--- src/rtl/tokens_pkg.sv ---
// Shared types and helpers for the token packer.
// Lane indices are sized for the largest supported ratio.
package tokens_pkg;

    localparam int MAX_RATIO = 16;
    localparam int LANE_W = $clog2(MAX_RATIO);

    typedef logic [LANE_W-1:0] lane_t;

    function automatic int cnt_w(input int ratio);
        return $clog2(ratio + 1);
    endfunction

endpackage

--- src/rtl/tokens_pack.sv ---
// Packs up to RATIO narrow tokens into one wide word.
// A packet end (src_lst) closes the word early.
module tokens_pack
    import tokens_pkg::*;
#(
    parameter int DW = 32,
    parameter int RATIO = 4,
    parameter int CW = cnt_w(RATIO)
) (
    input  logic                  clk,
    input  logic                  rst,
    input  logic                  src_vld,
    output logic                  src_rdy,
    input  logic [DW-1:0]         src_dat,
    input  logic                  src_lst,
    output logic                  dst_vld,
    input  logic                  dst_rdy,
    output logic [DW*RATIO-1:0]   dst_dat,
    output logic [CW-1:0]         dst_cnt,
    output logic                  dst_lst
);

    localparam lane_t LAST = lane_t'(RATIO - 1);

    logic [RATIO-1:0][DW-1:0] lanes_q;
    lane_t                    lane;
    logic                     src_xfer;
    logic                     pop;
    logic                     push_fill;

    assign src_rdy   = !dst_vld || dst_rdy;
    assign src_xfer  = src_vld && src_rdy;
    assign pop       = dst_vld && dst_rdy;
    assign push_fill = !dst_vld && src_xfer;
    assign dst_dat   = lanes_q;

    // Unwritten lanes stay zero because the buffer is cleared on every pop.
    always_ff @(posedge clk) begin
        if (rst) begin
            lanes_q <= '0;
            lane    <= '0;
            dst_vld <= 1'b0;
            dst_cnt <= '0;
            dst_lst <= 1'b0;
        end else begin
            unique case (1'b1)
                pop: begin
                    lanes_q <= '0;
                    lane    <= '0;
                    dst_vld <= 1'b0;
                    dst_cnt <= '0;
                    dst_lst <= 1'b0;
                    if (src_xfer) begin
                        lanes_q[0] <= src_dat;
                        if (RATIO == 1 || src_lst) begin
                            dst_vld <= 1'b1;
                            dst_cnt <= CW'(1);
                            dst_lst <= src_lst;
                        end else begin
                            lane <= lane_t'(1);
                        end
                    end
                end
                push_fill: begin
                    for (int i = 0; i < RATIO; i++) begin
                        if (lane == lane_t'(i)) begin
                            lanes_q[i] <= src_dat;
                        end
                    end
                    if (lane == LAST || src_lst) begin
                        dst_vld <= 1'b1;
                        dst_cnt <= CW'(lane) + CW'(1);
                        dst_lst <= src_lst;
                        lane    <= '0;
                    end else begin
                        lane <= lane + lane_t'(1);
                    end
                end
                default: ;
            endcase
        end
    end

endmodule
--- config.mk ---
export PLATFORM = sky130hd
export DESIGN_NAME = tokens_pack
export DESIGN_NICKNAME = d
export VERILOG_FILES = /design/src/rtl/tokens_pkg.sv /design/src/rtl/tokens_pack.sv
export SDC_FILE = /design/constraint.sdc
export NUM_CORES = 1
export LEC_CHECK = 0
export CORE_ASPECT_RATIO = 0.8
export CORE_MARGIN = 3
export CORE_UTILIZATION = 30
export CTS_CLUSTER_SIZE = 40
export DETAILED_ROUTE_END_ITERATION = 7
export PLACE_DENSITY = 0.64
export SLEW_MARGIN = 20
export SYNTH_ARGS = -nofsm -noshare
export SYNTH_HDL_FRONTEND = slang
export SYNTH_SLANG_ARGS = --single-unit
export TNS_END_PERCENT = 100
--- constraint.sdc ---
create_clock -name clk -period 2.02 [get_ports clk]
set_input_delay 0.404 -clock clk [delete_from_list [all_inputs] [get_ports clk]]
set_output_delay 0.404 -clock clk [all_outputs]
set_load 0.05 [all_outputs]
# Word level (Yosys, flattened, before mapping)
# Index checks and enable logic that the tools add are counted.
dict set report totals {
  ram_bits 0
  in_bits 37
  mem_count 0
  romBits 0
  latchBits 0
  wordCells 51
  reg_bits 137
}
dict set report classes {
  addsub 2
  div 0
  bitwise 0
  n_mux 20
  magnitude_cmp 0
  n_mul 0
  n_shift 0
  n_eq_ne 8
  reduce_logical 13
}
# cell n
set op_table {}
lappend op_table {{one-hot mux 128 bit (2 select lines)} 1}
lappend op_table {{two-way mux 32 bit} 5}
lappend op_table {{!= test 2 x 1 -> 1 bit, second input constant} 5}
lappend op_table {{AND reduction 2 bit} 5}
lappend op_table {{equality test 4 x 2 -> 1 bit, second input constant} 2}
lappend op_table {{two-way mux 1 bit} 8}
lappend op_table {{one-hot mux 4 bit (2 select lines)} 1}
lappend op_table {{one-hot mux 3 bit (2 select lines)} 1}
lappend op_table {{adder 4 x 1 -> 4 bit, second input constant} 1}
lappend op_table {{equality test 4 x 1 -> 1 bit, second input constant} 1}
lappend op_table {{zero test 4 bit} 1}
lappend op_table {{two-way mux 4 bit} 1}
lappend op_table {{one-hot mux 1 bit (2 select lines)} 2}
lappend op_table {{adder 3 x 1 -> 3 bit, second input constant} 1}
lappend op_table {{logical AND 1 bit} 3}
lappend op_table {{two-way mux 3 bit} 1}
lappend op_table {{logical OR 1 bit} 2}
lappend op_table {{nonzero test 2 bit} 1}
lappend op_table {{zero test 1 bit} 1}

# Depth between registers and ports, before layout
# Gate-level depths: netlist (run 1).
dict set report logic_depth {
  word_depth 6
  mapped_depth 8
}

# Worst setup path after synthesis (run 1)
# No wires, ideal clock.
dict set report synth_path {
  kind {register to register}
  startpoint {register dst_vld}
  endpoint {register lanes_q, in the netlist dst_dat[10]}
  path_slack_ns -0.011
  arrival_time_ns 1.956
  synth_period_minus_slack_ns 2.031
  setup_ns 0.074
  path_buffers 2
  path_stages_with_launch 7
  required_ns 1.946
  cell_sequence {dfxtp_1 > buf_4 > nand2b_1 > nor3b_1 > buf_2 > nand3_1 > o21ai_0}
}
dict set report synth_between {
  elab_chain_len 6
  word_cells_on_any_way 10
}
# item line
set synth_rtl {}
lappend synth_rtl {{start: declaration} tokens_pack.sv:16} ;# output logic dst_vld,
lappend synth_rtl {{start signal: assignment} tokens_pack.sv:42} ;# dst_vld <= 1'b0;
lappend synth_rtl {{start signal: assignment} tokens_pack.sv:50} ;# dst_vld <= 1'b0;
lappend synth_rtl {{start signal: assignment} tokens_pack.sv:56} ;# dst_vld <= 1'b1;
lappend synth_rtl {{zero test 1 bit *} tokens_pack.sv:31} ;# assign src_rdy = !dst_vld || dst_rdy;
lappend synth_rtl {{logical OR 1 bit *} tokens_pack.sv:31}
lappend synth_rtl {{net src_rdy} tokens_pack.sv:13} ;# output logic src_rdy,
lappend synth_rtl {{logical AND 1 bit *} tokens_pack.sv:32} ;# assign src_xfer = src_vld && src_rdy;
lappend synth_rtl {{logical AND 1 bit} tokens_pack.sv:34} ;# assign push_fill = !dst_vld && src_xfer;
lappend synth_rtl {{!= test 2 x 1 -> 1 bit (no source line) or nonzero test 2 bit (tied branches)} -}
lappend synth_rtl {{AND reduction 2 bit (no source line)} -}
lappend synth_rtl {{end signal: indexed assignment} tokens_pack.sv:67} ;# lanes_q[i] <= src_dat;
lappend synth_rtl {{end: declaration} tokens_pack.sv:25} ;# logic [RATIO-1:0][DW-1:0] lanes_q;
# Mark *: on every way through the listed nets, which the timed path passes. The rest lies on a longest branch.
# A chain may end at the register's enable or synchronous reset.

# Worst setup path in the final report (run 1)
dict set report layout_path {
  startpoint {register lanes_q, in the netlist dst_dat[102]}
  endpoint {output dst_dat[102]}
}
# item line
set layout_rtl {}
lappend layout_rtl {{end: declaration} tokens_pack.sv:18} ;# output logic [DW*RATIO-1:0] dst_dat,
# No word-level cell between the ends.

==> summary.txt, run 1 <==
Yosys
  • Ys Warns: 0
  • Number of synthesized register bits: approximately 140
  • Synth Area in Adders: 0.009625
  • Yosys top cell area share: 0.5274
  • Cell Area, Synth: around 0.0052 mm2
  • Synth cell types: 30
  • Post-synthesis mux area share: 0
  • Xor/xnor share of the synthesized area: 0
  • Compound-Gate Fraction of Synth Area: 0.1679
  • Post-Synth Simple-Gate Area: 0.2344
  • Largest family of logic cells by synthesized area: simple AND/OR/NAND/NOR gates
  • Synth Net Count: approximately 650
  • Yosys top cell by area: dfxtp_1
  • Avg Cell Area, Syn: roughly 8.6 um2
  • Synth top area cells: dfxtp_1, nand3_1, a21oi_1, nand2_1, a22oi_1
  • Register area share after synthesis: 0.5274
  • Synth Instances: ~600

Place
  • Placement Setup Slack: -277.5 ps
  • IO buf count: 170
  • Post-DP HPWL: 11510 um
  • GP Congestion: roughly 0.77

Clock tree
  • CTS max path bufs: 2
  • Total CTS buffers: 17
  • H-Tree Depth: 4
  • Post-CTS Hold Buffers: 0
  • Insertion delay to the later sink of the worst-skew pair: between 400 and 500 ps
  • Setup Buffers After CTS: 0
  • Root Driver: clkbuf_16
  • Clock sinks: 137
  • Worst-path clk slew: around 60 ps
  • CTS tree: done

Final layout
  • # fillers: around 1600
  • Seq. cell area: between 0.002 and 0.003 mm2
  • P&R area growth vs syn: 53.44%
  • Ant diodes: 0
  • Layout cell share with drive strength beyond 1: 0.1101
  • Multi-input logic area: 0.002206 mm2
  • Most common cell after layout, fill and taps aside: dfxtp_1
  • Most frequent cells in the layout: dfxtp_1, nand3_1, clkdlybuf4s50_1
  • Nets: 810
  • Layout Utilization: 0.4760

Global route
  • Antenna violations before repair: 0
  • Number of global-route vias before repair: between 4000 and 5000
  • GRT overflow: 0
  • Met2 Use GR: 0.2563
  • Grt met3 use: 0.06391
  • Met1 usage: 0.2514
  • GRT Max-Usage Layer: met2
  • Total global routing track utilization: 0.1777
  • Largest net degree at the start of global routing: 51
  • First-pass GRT wire length: about 26000 um

Timing
  • RSZ-0062 raised after global routing: false
  • Min cycle time layout: approximately 2000 ps
  • F_max: approximately 0.50 GHz
  • Fin. Hold Viols: 0
  • Final worst slack: roughly 37 ps
  • Tightest Pin Transition: about 930 ps
  • Slew HR: 0.3772
  • Worst Skew: between 10 and 15 ps
  • Tcrit/Tclk final: 0.9817
  • Setup violators final: 0
  • Final Max Slew Viols: 0

Die
  • Total Die Area: 0.01896 mm2
  • Chip height: 123.8 um
  • CORE AREA: roughly 0.017 mm2
  • Die X: ~150 um
  • Row count: 42
  • Starting density of the core: 0.3102
  • IO Pins: 171

Detailed routing
  • Routed len/inst: roughly 17 um
  • Initial DRC Count: roughly 300
  • Via Count: roughly 5000
  • Post-DRT Antenna Nets: 0
  • Drc violations: 0
  • Vias/cell: 4.991
  • Total routed wirelength: 17380 um
  • DRT Pass-1 Iters: 5

Power
  • Pwr/cell area: around 800 mW/mm2
  • Max IR drop VDD: a little over 0.5 mV
  • Leakage power figure: ~3.6 nW

Worst setup path
  • Startpoint types: flop
  • Worst Setup SP: dst_dat[102]$_SDFFE_PP0P_
  • CP Buf/Inv Count: 1
  • Critical path fanouts, max: 2
  • Crit end category: output pin
  • Critical Path RT: 1620 ps
  • Critical path class: reg -> out
  • Critical Path Max Stage Delay: a little over 800 ps
  • CP max-delay cell: clkdlybuf4s50_1
  • CP arrival: about 1600 ps
  • Cell family with most CP delay: buffers and inverters
  • Crit path cell chain: clkdlybuf4s50_1
  • Worst R2R Start: lane[1]$_SDFFE_PP0P_

Run status
  • Status: complete, no violations

Hold path
  • Hold path startpoint: rst
  • Hold Crit Class: in -> reg

Job
  • Max-cap violations: 0
[flip-flops by register name, indices dropped and copies added, names as in the netlist]
register and flops:
dst_dat 128, lane 4, dst_cnt 3, dst_lst 1, dst_vld 1
[worst paths after layout]
path | slack [ps] | depth (start not counted) | end
setup / recovery | 40 | 1 | dst_dat[102]
hold / removal | 430 | 3 | dst_dat[46]$_SDFFE_PP0P_
setup reg to reg | 160 | 5 | dst_dat[61]$_SDFFE_PP0P_
hold reg to reg | 450 | 2 | dst_dat[89]$_SDFFE_PP0P_
[routing by layer]
metal | up-vias | routed length, um
li1 | 2425 | -
met1 | 2384 | 8282
met2 | 175 | 7525
met3 | 12 | 1394
met4 | 0 | 174
met5 | - | 0
[logic make-up (layout without fill, tap and decap cells)]
kind of cell    count (synthesis)  after routing
buf+inv                        58            234
fa+ha+maj                       4              4
simple gates                  255            255
flops                         137            137
compound gates                150            151
[report_power, final]
group,switching (mW),total (mW),leakage [nW],internal (mW)
sequential,0.0368,2.80,1.11,2.77
clock,1.18,2.85,0.263,1.67
combinational,0.567,0.881,2.28,0.314
[cell type report]
| type | instances | area share |
|---|---|---|
| clock buffer | 22 | 0.05943 |
| timing repair buffer | 200 | 0.2758 |
| tap | 220 | 0.03450 |
| clock inverter | 9 | 0.008625 |
| inverter | 3 | 0.001411 |
| multi-input combinational | 410 | 0.2765 |
| sequential | 137 | 0.3437 |
[worst reg2reg max path, cell delays in order (launching register included)]
cell     delay (ps)
dfxtp_1         400
inv_1            90
ha_1            240
a21oi_4         750
nand2_1         160
a21oi_1         160
[cell usage after synthesis]
library cell and number:
clkbuf_2 3, a22oi_1 32, inv_1 3, nand3b_1 1, o211ai_1 1, buf_2 12
a21o_2 2, a211o_1 1, o21ai_0 34, a32oi_1 3, nand3_1 101, a22o_1 1
a32o_1 1, nor3b_1 2, ha_1 4, nor3_1 3, buf_6 5, nor2b_1 3
a21o_1 1, and2_1 2, nand2_1 70, buf_4 11, nor2_1 37, nand2b_1 35
nor4b_4 1, a21oi_1 71, a21oi_2 1, dfxtp_1 137, a31oi_1 2, clkbuf_1 24
[through the flow]
stage | power, mW | cell area (um2) | TNS [ps] | std cells | hold WS [ps]
6_report | 6.533 | 7979 | 0 | 1001 | 429.7
5_1_grt | 6.774 | 7979 | 0 | 1001 | 437.3
4_1_cts | 6.594 | 7835 | 0 | 1000 | 414.4
3_5_place_dp | 3.743 | 7296 | -15570 | 969 | 444.1
3_3_place_gp | 3.743 | 7296 | -13000 | 969 | 436.8
2_1_floorplan | 3.343 | 5202 | 0 | 604 | 534.4
[repair_timing]
| action | 4_1_cts | 5_1_grt |
|---|---|---|
| cloned | 0 | 1 |
| pin swaps | 0 | 1 |
| gates resized for setup | 3 | 52 |
| endpoints found under the setup margin | 3 | 81 |
Power figures use the tool's default switching activity.
==> run 2: changes to the inputs <==
--- a/config.mk
+++ b/config.mk
@@ -10,6 +10,7 @@
 export CORE_UTILIZATION = 30
 export CTS_CLUSTER_SIZE = 40
 export DETAILED_ROUTE_END_ITERATION = 7
+export MAX_ROUTING_LAYER = met4
 export PLACE_DENSITY = 0.64
 export SLEW_MARGIN = 20
 export SYNTH_ARGS = -nofsm -noshare
==> run 2 against run 1 <==
Effect of this change: via count increased by 0.22%; combinational power about the same; cell area about the same; critical path depth unchanged; sequential share of layout area about the same; critical endpoint unchanged.
==> summary.txt, run 2 (synthesis gave the netlist of run 1 again) <==
Run status
  • Status: complete, no violations

Timing
  • Fin. Hold Viols: 0
  • F_max: between 0.5 and 0.6 GHz
  • Worst Skew: ~12 ps
  • Tcrit/Tclk final: 0.9817
  • RSZ-0062 raised after global routing: false
  • Setup violators final: 0
  • Tightest Pin Transition: between 900 and 1000 ps
  • Min cycle time layout: about 2000 ps
  • Final Max Slew Viols: 0
  • Slew HR: 0.3834

Worst setup path
  • Cell family with most CP delay: buffers and inverters
  • Critical Path RT: 1620 ps
  • CP Buf/Inv Count: 1
  • Critical path fanouts, max: 2
  • CP arrival: around 1600 ps
  • Startpoint types: flop
  • CP max-delay cell: clkdlybuf4s50_1
  • Crit end category: output pin
  • Critical path class: reg -> out
  • Crit path cell chain: clkdlybuf4s50_1
  • Critical Path Max Stage Delay: between 800 and 900 ps

Clock tree
  • Setup Buffers After CTS: 0
  • H-Tree Depth: 4
  • Clock sinks: 137
  • Total CTS buffers: 17
  • Post-CTS Hold Buffers: 0
  • Insertion delay to the later sink of the worst-skew pair: between 400 and 500 ps
  • CTS max path bufs: 2
  • Worst-path clk slew: about 60 ps
  • Root Driver: clkbuf_16
  • CTS tree: done

Place
  • DP Cell Count: approximately 970
  • GP Congestion: 0.7764
  • Post-DP HPWL: about 12000 um
  • IO buf count: 170

Final layout
  • Nets: 810
  • Multi-input logic area: ~0.0022 mm2
  • Final Instance Count excl. Fillers: 1001
  • # fillers: roughly 1600
  • Layout cell share with drive strength beyond 1: 0.1101
  • Max reg flops: 128
  • Ant diodes: 0
  • Most frequent cells in the layout: dfxtp_1, clkdlybuf4s50_1, nand3_1
  • Most common cell after layout, fill and taps aside: dfxtp_1
  • Seq. cell area: between 0.002 and 0.003 mm2
  • P&R area growth vs syn: 53.39%

Job
  • Max-cap violations: 0

Power
  • Pwr/cell area: 819.5 mW/mm2
  • Leakage power figure: 3.628 nW
  • Max IR drop VDD: 0.5171 mV
  • Total power: between 6 and 7 mW

Die
  • IO Pins: between 150 and 200
  • Starting density of the core: 0.3102
  • Row count: 42
  • Total Die Area: between 0.015 and 0.02 mm2
  • Chip height: between 100 and 150 um
  • Die X: between 150 and 200 um
  • CORE AREA: around 0.017 mm2

Global route
  • Largest net degree at the start of global routing: 51
  • GRT overflow: 0
  • Total global routing track utilization: 0.1828
  • First-pass GRT wire length: between 20000 and 30000 um
  • Met1 usage: 0.2538
  • GRT Max-Usage Layer: met2
  • Antenna violations before repair: 0
  • Number of global-route vias before repair: approximately 4600
  • Grt met3 use: 0.05940
  • Met2 Use GR: 0.2566

Detailed routing
  • Initial DRC Count: 322
  • Via Count: 5007
  • DRT Pass-1 Iters: 5
  • Post-DRT Antenna Nets: 0
  • Total routed wirelength: ~17000 um
  • Vias/cell: 5.002
  • Routed len/inst: 17.42 um
  • Drc violations: 0

Hold path
  • Hold Crit Class: in -> reg
-- run 2: power by group --
part | leakage [nW] | switching [mW] | internal (mW)
logic | 2.26 | 0.566 | 0.314
registers | 1.11 | 0.0368 | 2.77
clock network | 0.263 | 1.19 | 1.67
total | 3.63 | 1.79 | 4.75
-- run 2: layer usage --
| metal | wire, um | up-vias |
|---|---|---|
| li1 | - | 2426 |
| met1 | 8527 | 2402 |
| met2 | 7573 | 165 |
| met3 | 1178 | 14 |
| met4 | 158 | 0 |
| met5 | 0 | - |
-- run 2: final timing paths --
| path | start | end | slack [ps] | cells after the start |
|---|---|---|---|---|
| worst max-delay path | dst_dat[102]$_SDFFE_PP0P_ | dst_dat[102] | 40 | 1 |
| worst min-delay path | rst | dst_dat[46]$_SDFFE_PP0P_ | 430 | 3 |
| worst max register to register | dst_vld$_SDFFE_PP0P_ | dst_dat[61]$_SDFFE_PP0P_ | 160 | 6 |
| worst min register to register | dst_dat[86]$_SDFFE_PP0P_ | dst_dat[86]$_SDFFE_PP0P_ | 450 | 2 |
-- run 2: final cells by class --
cell class	instances	area share
Timing Repair Buffer	200	0.2756
Clock inverter	9	0.008627
Inverter	3	0.001412
Sequential cell	137	0.3438
Tap cell	220	0.03451
Multi-Input combinational cell	410	0.2765
Clock buffer	22	0.05945
-- run 2: timing repair --
item	in CTS	in global routing
gates resized for setup	3	51
pin swaps	0	1
gates cloned	0	1
endpoints found under the setup margin	3	82
-- run 2: stage by stage --
stage	setup slack, ps	TNS (ps)	cell area, um2	hold slack [ps]	util
after floorplan	176.2	0	5202	534.4	-
after global placement	-225.6	-13000	7296	436.8	0.4352
after detailed placement	-277.5	-15570	7296	444.1	0.4352
after CTS	0.6309	0	7835	414.4	0.4674
after global routing	0.2515	0	7976	434.5	0.4758
final	37.04	0	7976	433.3	0.4758
